`src/rtl/wb_io_arbiter.sv`:
```
// Two-master (CPU = master 0, DMA = master 1) Wishbone arbiter onto a single IO slave port.
// Define WB_ARB_TIMEOUT_EN to build in the hung-slave watchdog (limit set by TIMEOUT_CYCLES).
module wb_io_arbiter #(
   parameter int TIMEOUT_CYCLES = 255
) (
   input  logic        wb_clk_i,
   input  logic        wb_rst_n_i,
   input  logic [31:0] wbm0_adr_i,
   input  logic [31:0] wbm0_dat_i,
   input  logic [3:0]  wbm0_sel_i,
   input  logic        wbm0_we_i,
   input  logic        wbm0_cyc_i,
   input  logic        wbm0_stb_i,
   input  logic [2:0]  wbm0_cti_i,
   input  logic [1:0]  wbm0_bte_i,
   output logic [31:0] wbm0_dat_o,
   output logic        wbm0_ack_o,
   output logic        wbm0_err_o,
   output logic        wbm0_rty_o,
   input  logic [31:0] wbm1_adr_i,
   input  logic [31:0] wbm1_dat_i,
   input  logic [3:0]  wbm1_sel_i,
   input  logic        wbm1_we_i,
   input  logic        wbm1_cyc_i,
   input  logic        wbm1_stb_i,
   input  logic [2:0]  wbm1_cti_i,
   input  logic [1:0]  wbm1_bte_i,
   output logic [31:0] wbm1_dat_o,
   output logic        wbm1_ack_o,
   output logic        wbm1_err_o,
   output logic        wbm1_rty_o,
   output logic [31:0] wbs_adr_o,
   output logic [31:0] wbs_dat_o,
   output logic [3:0]  wbs_sel_o,
   output logic        wbs_we_o,
   output logic        wbs_cyc_o,
   output logic        wbs_stb_o,
   output logic [2:0]  wbs_cti_o,
   output logic [1:0]  wbs_bte_o,
   input  logic [31:0] wbs_dat_i,
   input  logic        wbs_ack_i,
   input  logic        wbs_err_i,
   input  logic        wbs_rty_i
);

   if (TIMEOUT_CYCLES < 1 || TIMEOUT_CYCLES > 65535) begin : g_bad_timeout
      $error("wb_io_arbiter: TIMEOUT_CYCLES must be within 1..65535");
   end

   typedef enum logic [1:0] {IDLE, OWN0, OWN1, ABORT} state_t;

   state_t state, state_next;
   logic   last_grant, last_grant_next;
   logic   owner_cyc;
   logic   timeout_hit;

   // last_grant always names the current owner while in OWN0/OWN1/ABORT
   assign owner_cyc = last_grant ? wbm1_cyc_i : wbm0_cyc_i;

`ifdef WB_ARB_TIMEOUT_EN
   logic        rsp_any;
   logic [15:0] wdog_cnt;

   assign rsp_any = wbs_ack_i | wbs_err_i | wbs_rty_i;

   // Counting only stalled strobe cycles; every grant passes through IDLE, which clears it
   always_ff @(posedge wb_clk_i) begin
      if (!wb_rst_n_i) begin
         wdog_cnt <= '0;
      end else if (state == IDLE || rsp_any) begin
         wdog_cnt <= '0;
      end else if ((state == OWN0 || state == OWN1) && wbs_stb_o) begin
         wdog_cnt <= wdog_cnt + 16'd1;
      end
   end

   assign timeout_hit = (state == OWN0 || state == OWN1) && owner_cyc && !rsp_any &&
                        (wdog_cnt == 16'(TIMEOUT_CYCLES));
`else
   assign timeout_hit = 1'b0;
`endif

   always_ff @(posedge wb_clk_i) begin
      if (!wb_rst_n_i) begin
         state      <= IDLE;
         last_grant <= 1'b1;
      end else begin
         state      <= state_next;
         last_grant <= last_grant_next;
      end
   end

   // Contention goes to whichever master did not win last time
   always_comb begin
      state_next      = state;
      last_grant_next = last_grant;
      case (state)
         IDLE: begin
            if (wbm0_cyc_i && wbm1_cyc_i) begin
               state_next      = last_grant ? OWN0 : OWN1;
               last_grant_next = ~last_grant;
            end else if (wbm0_cyc_i) begin
               state_next      = OWN0;
               last_grant_next = 1'b0;
            end else if (wbm1_cyc_i) begin
               state_next      = OWN1;
               last_grant_next = 1'b1;
            end
         end
         OWN0, OWN1: begin
            if (!owner_cyc)       state_next = IDLE;
            else if (timeout_hit) state_next = ABORT;
         end
         ABORT: begin
            if (!owner_cyc) state_next = IDLE;
         end
         default: state_next = IDLE;
      endcase
   end

   // Outputs are forced low whenever reset is asserted, before the state has even moved
   always_comb begin
      wbs_adr_o  = '0;
      wbs_dat_o  = '0;
      wbs_sel_o  = '0;
      wbs_we_o   = 1'b0;
      wbs_cyc_o  = 1'b0;
      wbs_stb_o  = 1'b0;
      wbs_cti_o  = '0;
      wbs_bte_o  = '0;
      wbm0_dat_o = '0;
      wbm1_dat_o = '0;
      wbm0_ack_o = 1'b0;
      wbm0_err_o = 1'b0;
      wbm0_rty_o = 1'b0;
      wbm1_ack_o = 1'b0;
      wbm1_err_o = 1'b0;
      wbm1_rty_o = 1'b0;
      if (wb_rst_n_i) begin
         wbm0_dat_o = wbs_dat_i;
         wbm1_dat_o = wbs_dat_i;
         case (state)
            OWN0: begin
               wbs_adr_o  = wbm0_adr_i;
               wbs_dat_o  = wbm0_dat_i;
               wbs_sel_o  = wbm0_sel_i;
               wbs_we_o   = wbm0_we_i;
               wbs_cyc_o  = wbm0_cyc_i;
               wbs_stb_o  = wbm0_stb_i;
               wbs_cti_o  = wbm0_cti_i;
               wbs_bte_o  = wbm0_bte_i;
               wbm0_ack_o = wbs_ack_i;
               wbm0_err_o = wbs_err_i | timeout_hit;
               wbm0_rty_o = wbs_rty_i;
            end
            OWN1: begin
               wbs_adr_o  = wbm1_adr_i;
               wbs_dat_o  = wbm1_dat_i;
               wbs_sel_o  = wbm1_sel_i;
               wbs_we_o   = wbm1_we_i;
               wbs_cyc_o  = wbm1_cyc_i;
               wbs_stb_o  = wbm1_stb_i;
               wbs_cti_o  = wbm1_cti_i;
               wbs_bte_o  = wbm1_bte_i;
               wbm1_ack_o = wbs_ack_i;
               wbm1_err_o = wbs_err_i | timeout_hit;
               wbm1_rty_o = wbs_rty_i;
            end
            default: begin
            end
         endcase
      end
   end

endmodule

```
`config.mk`:
```
export PLATFORM = sky130hd
export DESIGN_NAME = wb_io_arbiter
export DESIGN_NICKNAME = d
export VERILOG_FILES = /design/src/rtl/wb_io_arbiter.sv
export SDC_FILE = /design/constraint.sdc
export NUM_CORES = 1
export LEC_CHECK = 0
export CORE_AREA = 2 2 130 132
export CTS_CLUSTER_SIZE = 24
export DETAILED_ROUTE_END_ITERATION = 7
export DIE_AREA = 0 0 132 134
export GPL_ROUTABILITY_DRIVEN = 0
export PLACE_DENSITY = 0.46
export SLEW_MARGIN = 20
export SYNTH_ARGS = -nofsm -noshare
export SYNTH_HDL_FRONTEND = slang
export SYNTH_SLANG_ARGS = --single-unit
```
`constraint.sdc`:
```
create_clock -name wb_clk_i -period 1.65 [get_ports wb_clk_i]
set_input_delay 0.33 -clock wb_clk_i [delete_from_list [all_inputs] [get_ports wb_clk_i]]
set_output_delay 0.33 -clock wb_clk_i [all_outputs]
set_load 0.03 [all_outputs]
```
=== Word level (Yosys, flattened, before mapping) ===
Cells that the tools add are included.

* Flip-flop bits (word level): 3
* Latch bits: 0
* Bits in writable memories: 0
* Memory bits (read-only): 0
* Input bits: 189
* Output and inout bits: 146
* Logic and storage cells: 53
* Memories: 0

* $add $sub $neg: 0
* $mul: 0
* Div/mod/pow operators: 0
* Magnitude comparators: 0
* Eq/ne operators: 5
* Shift operators: 0
* Mux-type cells: 39
* Bitwise gates (word level): 1
* Reduce and logical (&&, ||, !) cells: 6

{| class="wikitable"
|+ Operator list
! operator !! count
|-
| case mux 32 bit (2 select lines) || 2
|-
| two-way mux 32 bit || 3
|-
| two-way mux 1 bit || 19
|-
| two-way mux 2 bit || 6
|-
| case mux 2 bit (2 select lines) || 2
|-
| case mux 4 bit (2 select lines) || 1
|-
| case mux 1 bit (2 select lines) || 3
|-
| case mux 3 bit (2 select lines) || 1
|-
| == test 2 bit (second input constant) || 2
|-
| two-way mux 4 bit || 1
|-
| != test 4 bit (second input constant) || 1
|-
| AND reduction 2 bit || 2
|-
| two-way mux 3 bit || 1
|-
| nonzero test 3 bit || 1
|-
| OR reduction 3 bit || 1
|-
| == test 2 x 1 -> 1 bit (second input constant) || 1
|-
| logical NOT 2 bit || 1
|-
| != test 2 bit (second input constant) || 1
|-
| logical AND 1 bit || 1
|-
| inverter 1 bit || 1
|}

=== Longest topological paths before layout ===
Gate-level depths: netlist (run 1).

* Word-level depth: 4
* Gate-level depth with buffers: 7
* Depth with buffers taken out: 5

=== Least setup slack after synthesis (run 1) ===
No wires, ideal clock.

* Path kind: reg2out
* Start point: reg state[0]
* End point: out wbs_adr_o[0]
* Data arrival time: 1.442 ns
* Required time: 1.320 ns
* Slack: -0.122 ns
* Cell stages (with the launch flop): 7
* Path buffers: 2
* Path through: dfxtp_1 > inv_1 > ha_1 > nand2_1 > buf_6 > buf_6 > nor2_1

* Cells in the longest elaborated chain, start to end: 3
* Elaborated cells on any way between the ends: 4
* Classes of those cells: 2 x eq/ne; 2 x mux

{| class="wikitable"
|+ RTL lines
! what !! line !! source
|-
| start: declaration || 52 || <nowiki>state_t state, state_next;</nowiki>
|-
| start signal: assignment || 88 || <nowiki>state <= state_next;</nowiki>
|-
| == test 2 bit or == test 2 x 1 -> 1 bit (tied branches) || 142 || <nowiki>case (state)</nowiki>
|-
| case mux 32 bit (2 select lines) (*) || 142 ||
|-
| two-way mux 32 bit (*) || 139 || <nowiki>if (wb_rst_n_i) begin</nowiki>
|-
| end: declaration || 32 || <nowiki>output logic [31:0] wbs_adr_o,</nowiki>
|}

Mark *: on every way between the ends. The rest lies on a longest branch, timed or not.

=== Final worst setup path (run 1) ===
* Start point: reg state[1]
* End point: out wbs_adr_o[8]

Same word-level chain as after synthesis.

==> results.py, run 1 <==
metrics = {
    "critical_path": {
        "crit_family": "buffers and inverters",
        "r2r_start": "state[1]",
        "critPathCaptureType": "output port",
        "worstSetupPathType": "flip-flop to output port",
        "path_max_fanout": 7,
        "crit_top_cell": "buf_12",
        "critPathArrivalTime_ns": 1.60,
        "reg2reg_slack_ns": 0.49,
        "cp_slowest_cell": "dfxtp_2",
        "critPathBufInv": 4,
        "critical_path.endpoint": "wbs_adr_o[8]",
        "crit_chain": "buf_4 > ha_4 > buf_12 > buf_12 > a22oi_2 > nor2_2 > buf_6",
        "cp-start-kind": "flip-flop",
        "slowest_delay_ns": 0.31,
        "cp-startpoint": "state[1]",
        "r2r_cells": 5,
        "r2r_end": "state[1]",
        "cp.required_ns": 1.32,
        "cp.depth": 7,
    },
    "clocking": {
        "cts_hold_buf": 0,
        "clk_path_buf_depth": 2,
        "cts_tree": "built",
        "insertion_delay_ns": 0.22,
        "cts_sinks": 3,
        "cts_max_level": 1,
        "cts_buffers": 3,
        "clk_pin_slew_ns": 0.03,
        "clockRootBuffer": "clkbuf_16",
    },
    "sta": {
        "slew_headroom_pct": 84.18,
        "fin_setup_tns_ns": -18.48,
        "hold_viol_final": 0,
        "fmax_ghz": 0.5194,
        "holdWs_ns": 0.5795,
        "period_minus_slack_ns": 1.925,
        "period_share_pct": 116.7,
        "fin_ws_ns": -0.2752,
        "setup_viol_count_final": 82,
        "finalClockSkew_ns": 0.001764,
        "slew_viol_final": 0,
        "rsz0062_at_grt": "true",
        "tightest_slew_ns": 0.2372,
    },
    "power": {
        "switching_share_pct": 42.34,
        "p_comb_share_pct": 85.1,
        "leakagePower_uw": 0.002469,
        "pwr-share-clk_pct": 12.0,
        "p_sw_uw": 1362,
        "p_seq_share_pct": 2.9,
        "p_int_uw": 1855,
        "ir_worst_vdd_v": 0.0002657,
        "powerDensity_nw_per_um2": 491.3,
    },
    "grt": {
        "grt_max_degree": 33,
        "grtUsageTotal_pct": 13.85,
        "grt_pass1_vias": 3539,
        "gr-total-overflow": 0,
        "antenna_found_initial": 0,
        "grt_first_pass_wirelength_mm": 19.70,
    },
    "synthesis": {
        "synth.area.top_cells": "a22oi_1, nor2_1, buf_4",
        "synth-seq-cells": 3,
        "yosys.area.top_type": "a22oi_1",
        "synth-main-ff-cell": "dfxtp_1",
        "synth_enable_flop_cells": 0,
        "synth.avg_cell_area_sq_um": 6.296,
        "synth_cell_type_count": 21,
        "netlist_area_sq_um": 1763,
        "syn-instance-count": 280,
        "async_flop_share_pct": 0,
        "yosysSeqAreaShare_pct": 3.407,
        "synth_top_cell_area_share_pct": 32.36,
        "synth_fp_nets": 472,
        "yosys_warnings": 0,
        "ys_top_cells_by_count": "a22oi_1, nor2_1, and2_1, buf_4, buf_2",
    },
    "place": {
        "placed_area_sq_um": 4956,
        "dpl.cell_count": 792,
        "port_buffers": 334,
        "place_ws_ns": -0.2832,
        "dp_hpwl_mm": 9.079,
    },
    "layout": {
        "instances_no_fill": 824,
        "drive_gt1_share_pct": 58.44,
        "diodes": 0,
        "syn2layout_area_growth_pct": 271.5,
        "finish.net_count": 797,
        "fin_area_sq_um": 6549,
        "final.fill_count": 1574,
    },
    "floorplan": {
        "floorplan.rows": 47,
        "die_y_microns": 134,
        "die_x_microns": 132,
        "io-pin-count": 335,
        "core_area_sq_um": 16290,
        "initial_core_util_pct": 10.82,
        "die-area_sq_um": 17690,
    },
    "route": {
        "via_per_inst": 4.200,
        "post_drt_wl_per_cell_microns": 17.57,
        "wirelength_mm": 14.48,
        "drc_errors": 0,
        "firstDrtPassIters": 4,
        "drt_iter0_drc": 63,
        "drtAntennaViolNets": 0,
        "vias": 3461,
    },
    "run_status": {
        "status": "complete, but fails checks",
        "violations": "setup timing",
    },
    "hold_path": {
        "hold_class": "flip-flop to flip-flop",
    },
    "flow_run": {
        "maxCapViolations": 0,
    },
}
## metal layers
layer | track usage [%] | vias up | wire length, microns
met1 | 16.01 | 1632 | 5666
met2 | 26.42 | 199 | 7589
met5 | 0 | - | 0
met3 | 2.872 | 15 | 1019
li1 | - | 1615 | -
met4 | 2.415 | 0 | 201
## through the flow
step / utilization, % / total power (uW)
after CTS: 37.26 / 3006
after global placement: 30.42 / 1914
after floorplan: - / 1047
after global routing: 40.20 / 3377
after detailed placement: 30.42 / 1921
final: 40.20 / 3217
## worst min path at each step
stage | from | endpoint | slack (ns) | depth (start not counted)
2_1_floorplan | state[1] | state[1] | 0.48 | 2
3_3_place_gp | last_grant | last_grant | 0.57 | 2
3_5_place_dp | last_grant | last_grant | 0.58 | 2
4_1_cts | last_grant | last_grant | 0.59 | 2
5_1_grt | last_grant | state[0] | 0.64 | 2
6_report | last_grant | last_grant | 0.58 | 2
## final cells by class
type                            count  area, sq um  share of cell area, %
Tap cell                          220        275.3                  4.203
Inverter                            4        17.52                 0.2675
Timing Repair Buffer              383         4168                  63.64
Multi-Input combinational cell    210         1947                  29.73
Sequential cell                     3        62.56                 0.9553
Clock buffer                        4        78.83                  1.204
## registers in the layout (all words and copies together) (netlist names)
| signal | flops |
|---|---|
| state | 2 |
| last_grant | 1 |
## layout by cell type, fill, tap and decap left out, drive strengths merged
master	netlist	final
clkdlybuf4s50	0	187
buf	57	187
a22oi	76	76
nor2	76	76
and2	32	32
clkbuf	6	10
and3	7	7
inv	4	4
o21ai	3	3
ha	3	3
dfxtp	3	3
a21oi	2	2
nor2b	2	2
a31oi	2	2
bufbuf	0	2
nand2	2	2
nor3b	1	1
nand4b	1	1
and3b	1	1
nand3b	1	1
a22o	1	1
clkdlybuf4s15	0	1
## cell families (layout without fill, tap and decap cells)
| logic type | after synthesis | after routing | share of synthesized area, % |
|---|---|---|---|
| buf+inv | 67 | 391 | 26.40 |
| flops | 3 | 3 | 3.407 |
| compound gates | 84 | 84 | 34.99 |
| fa+ha+maj | 3 | 3 | 2.129 |
| simple gates | 123 | 123 | 33.07 |
## power groups by stage
stage                     combinational, uW  clock, uW  sequential (uW)
after floorplan                         956          0             91.1
after global placement                 1820          0             89.9
after detailed placement               1830          0             90.8
after CTS                              2520        397             92.2
after global routing                   2880        404             95.8
final                                  2740        387             93.6
## worst reg2reg max path: stages (launching register included)
cell and delay [ns]:
dfxtp_2 0.31, inv_2 0.08, ha_4 0.18, and3b_2 0.21, o21ai_0 0.16, a21oi_1 0.09
## timing repair
| item | in CTS | in global routing |
|---|---|---|
| setup endpoints to repair | 146 | 106 |
| pin swaps | 65 | 34 |
| gates cloned | 11 | 9 |
| buffers inserted | 8 | 2 |
| gates resized for setup | 155 | 86 |
| endpoints found under the hold margin | 0 | 0 |
Power figures use the tool's default switching activity.
==> run 2, diff against run 1 <==
--- a/config.mk
+++ b/config.mk
@@ -10,6 +10,7 @@
 export DETAILED_ROUTE_END_ITERATION = 7
 export DIE_AREA = 0 0 132 134
 export GPL_ROUTABILITY_DRIVEN = 0
+export MAX_ROUTING_LAYER = met4
 export PLACE_DENSITY = 0.46
 export SLEW_MARGIN = 20
 export SYNTH_ARGS = -nofsm -noshare
==> results.py, run 2 (synthesized netlist as in run 1, its figures left out) <==
metrics = {
    "sta": {
        "tightest_slew_ns": 0.2373,
        "period_minus_slack_ns": 1.928,
        "slew_viol_final": 0,
        "fmax_ghz": 0.5188,
        "slew_headroom_pct": 84.18,
        "fin_ws_ns": -0.2775,
        "setup_viol_count_final": 82,
        "period_share_pct": 116.8,
        "fin_setup_tns_ns": -18.63,
        "finalClockSkew_ns": 0.001738,
        "rsz0062_at_grt": "true",
        "hold_viol_final": 0,
    },
    "hold_path": {
        "hold_depth": 2,
        "hold_class": "flip-flop to flip-flop",
        "worstHoldStart": "last_grant",
        "holdPathEnd": "last_grant",
    },
    "run_status": {
        "violations": "setup timing",
        "status": "complete, but fails checks",
    },
    "critical_path": {
        "crit_top_cell": "buf_12",
        "r2r_start": "state[1]",
        "r2r_cells": 5,
        "crit_family": "buffers and inverters",
        "cp.required_ns": 1.32,
        "reg2reg_slack_ns": 0.49,
        "crit_chain": "buf_4 > ha_4 > buf_12 > buf_12 > a22oi_2 > nor2_2 > buf_6",
        "critPathBufInv": 4,
        "cp-start-kind": "flip-flop",
        "critPathCaptureType": "output port",
        "slowest_delay_ns": 0.31,
        "worstSetupPathType": "flip-flop to output port",
        "cp_slowest_cell": "dfxtp_2",
        "critPathArrivalTime_ns": 1.60,
        "r2r_end": "state[1]",
        "path_max_fanout": 7,
    },
    "clocking": {
        "cts_hold_buf": 0,
        "clockRootBuffer": "clkbuf_16",
        "cts_buffers": 3,
        "clk_pin_slew_ns": 0.03,
        "cts_sinks": 3,
        "cts_tree": "built",
        "insertion_delay_ns": 0.22,
        "cts_max_level": 1,
        "clk_path_buf_depth": 2,
    },
    "layout": {
        "layout_commonest_cell": "clkdlybuf4s50_1",
        "final.fill_count": 1580,
        "largest_reg_flops": 2,
        "drive_gt1_share_pct": 58.44,
        "largestRegisters": "state (2), last_grant (1)",
        "largest_register": "state",
        "seq_area_sq_um": 62.56,
        "syn2layout_area_growth_pct": 271.2,
        "finish.net_count": 797,
        "multi_input_area_sq_um": 1942,
        "fin_util_pct": 40.17,
        "final_cell_mix": "clkdlybuf4s50_1, buf_4, a22oi_2, buf_6, nor2_2",
        "diodes": 0,
    },
    "floorplan": {
        "die_x_microns": 132,
        "die-area_sq_um": 17690,
        "initial_core_util_pct": 10.82,
        "die_y_microns": 134,
        "core_area_sq_um": 16290,
        "floorplan.rows": 47,
        "io-pin-count": 335,
    },
    "power": {
        "p_sw_uw": 1362,
        "switching_share_pct": 42.35,
        "p_comb_share_pct": 85.1,
        "ir_worst_vdd_v": 0.0002658,
        "leakagePower_uw": 0.002469,
        "powerDensity_nw_per_um2": 491.5,
        "p_int_uw": 1854,
        "p_seq_share_pct": 2.9,
        "pwr-share-clk_pct": 12.0,
    },
    "flow_run": {
        "maxCapViolations": 0,
    },
    "route": {
        "wl_met2_mm": 7.652,
        "top_layer": "met4",
        "wirelength_mm": 14.52,
        "post_drt_wl_per_cell_microns": 17.62,
        "via_per_inst": 4.199,
        "drc_errors": 0,
        "drtAntennaViolNets": 0,
        "met3_length_microns": 943,
        "firstDrtPassIters": 4,
        "drt_iter0_drc": 57,
        "vias": 3460,
        "met1_length_mm": 5.786,
    },
    "grt": {
        "antenna_found_initial": 0,
        "grtUsageTotal_pct": 14.24,
        "grt_first_pass_wirelength_mm": 19.66,
        "gr-total-overflow": 0,
        "grt_pass1_vias": 3537,
        "grt_max_degree": 33,
    },
    "place": {
        "dp_hpwl_mm": 9.079,
        "port_buffers": 334,
    },
}
-- run 2: changes by cell type in the layout (fill, tap and decap cells not counted) --
| cell | delta |
|---|---|
| nor2_2 | +1 |
| nor2_4 | -1 |
-- run 2: routing by layer --
metal	vias to the layer above	track usage (%)
li1	1614	-
met1	1636	16.22
met2	200	26.39
met3	10	2.494
met4	0	2.415
met5	-	-
-- run 2: power by group through the flow --
| stage | clock network [uW] | logic [uW] | registers [uW] |
|---|---|---|---|
| 6_report | 387 | 2740 | 93.6 |
| 5_1_grt | 404 | 2870 | 95.8 |
| 4_1_cts | 397 | 2520 | 92.2 |
| 3_5_place_dp | 0 | 1830 | 90.8 |
| 3_3_place_gp | 0 | 1820 | 89.9 |
| 2_1_floorplan | 0 | 956 | 91.1 |
-- run 2: area by class of cell --
cell class | instances | area share [%]
Clock buffer | 4 | 1.205
Inverter | 4 | 0.2677
Multi-Input combinational cell | 210 | 29.67
Sequential cell | 3 | 0.9560
Tap cell | 220 | 4.206
Timing Repair Buffer | 383 | 63.69
-- run 2: how the worst max path moves through the flow --
stage,start,endpoint,cells after the start
2_1_floorplan,state[0],wbs_adr_o[0],6
3_3_place_gp,wb_rst_n_i,wbs_adr_o[1],6
3_5_place_dp,wb_rst_n_i,wbs_adr_o[6],6
4_1_cts,state[1],wbs_adr_o[8],8
5_1_grt,state[0],wbs_adr_o[7],7
6_report,state[1],wbs_adr_o[8],7
-- run 2: timing repair --
item,CTS,global route
buffers inserted,8,2
endpoints found under the setup margin,146,106
cloned,11,9
gates resized for setup,155,85
pin swaps,65,35
-- run 2: through the flow --
step | area (sq um) | setup WS, ns | power, uW | std cells | hold slack, ns
2_1_floorplan | 1808 | -0.1220 | 1047 | 280 | 0.4762
3_3_place_gp | 4956 | -0.2416 | 1914 | 792 | 0.5728
3_5_place_dp | 4956 | -0.2832 | 1921 | 792 | 0.5811
4_1_cts | 6070 | -0.2760 | 3006 | 815 | 0.5870
5_1_grt | 6544 | -0.3256 | 3374 | 824 | 0.6357
6_report | 6544 | -0.2775 | 3216 | 824 | 0.5795
-- run 2: worst reg2reg max path: cells and delay by family, from the launching register on --
family | cells | cell delay, ns
AOI/OAI and AO/OA | 2 | 0.25
DFF | 1 | 0.31
and+or+nand+nor | 1 | 0.21
buffers and inverters | 1 | 0.08
adders and majority gates | 1 | 0.18
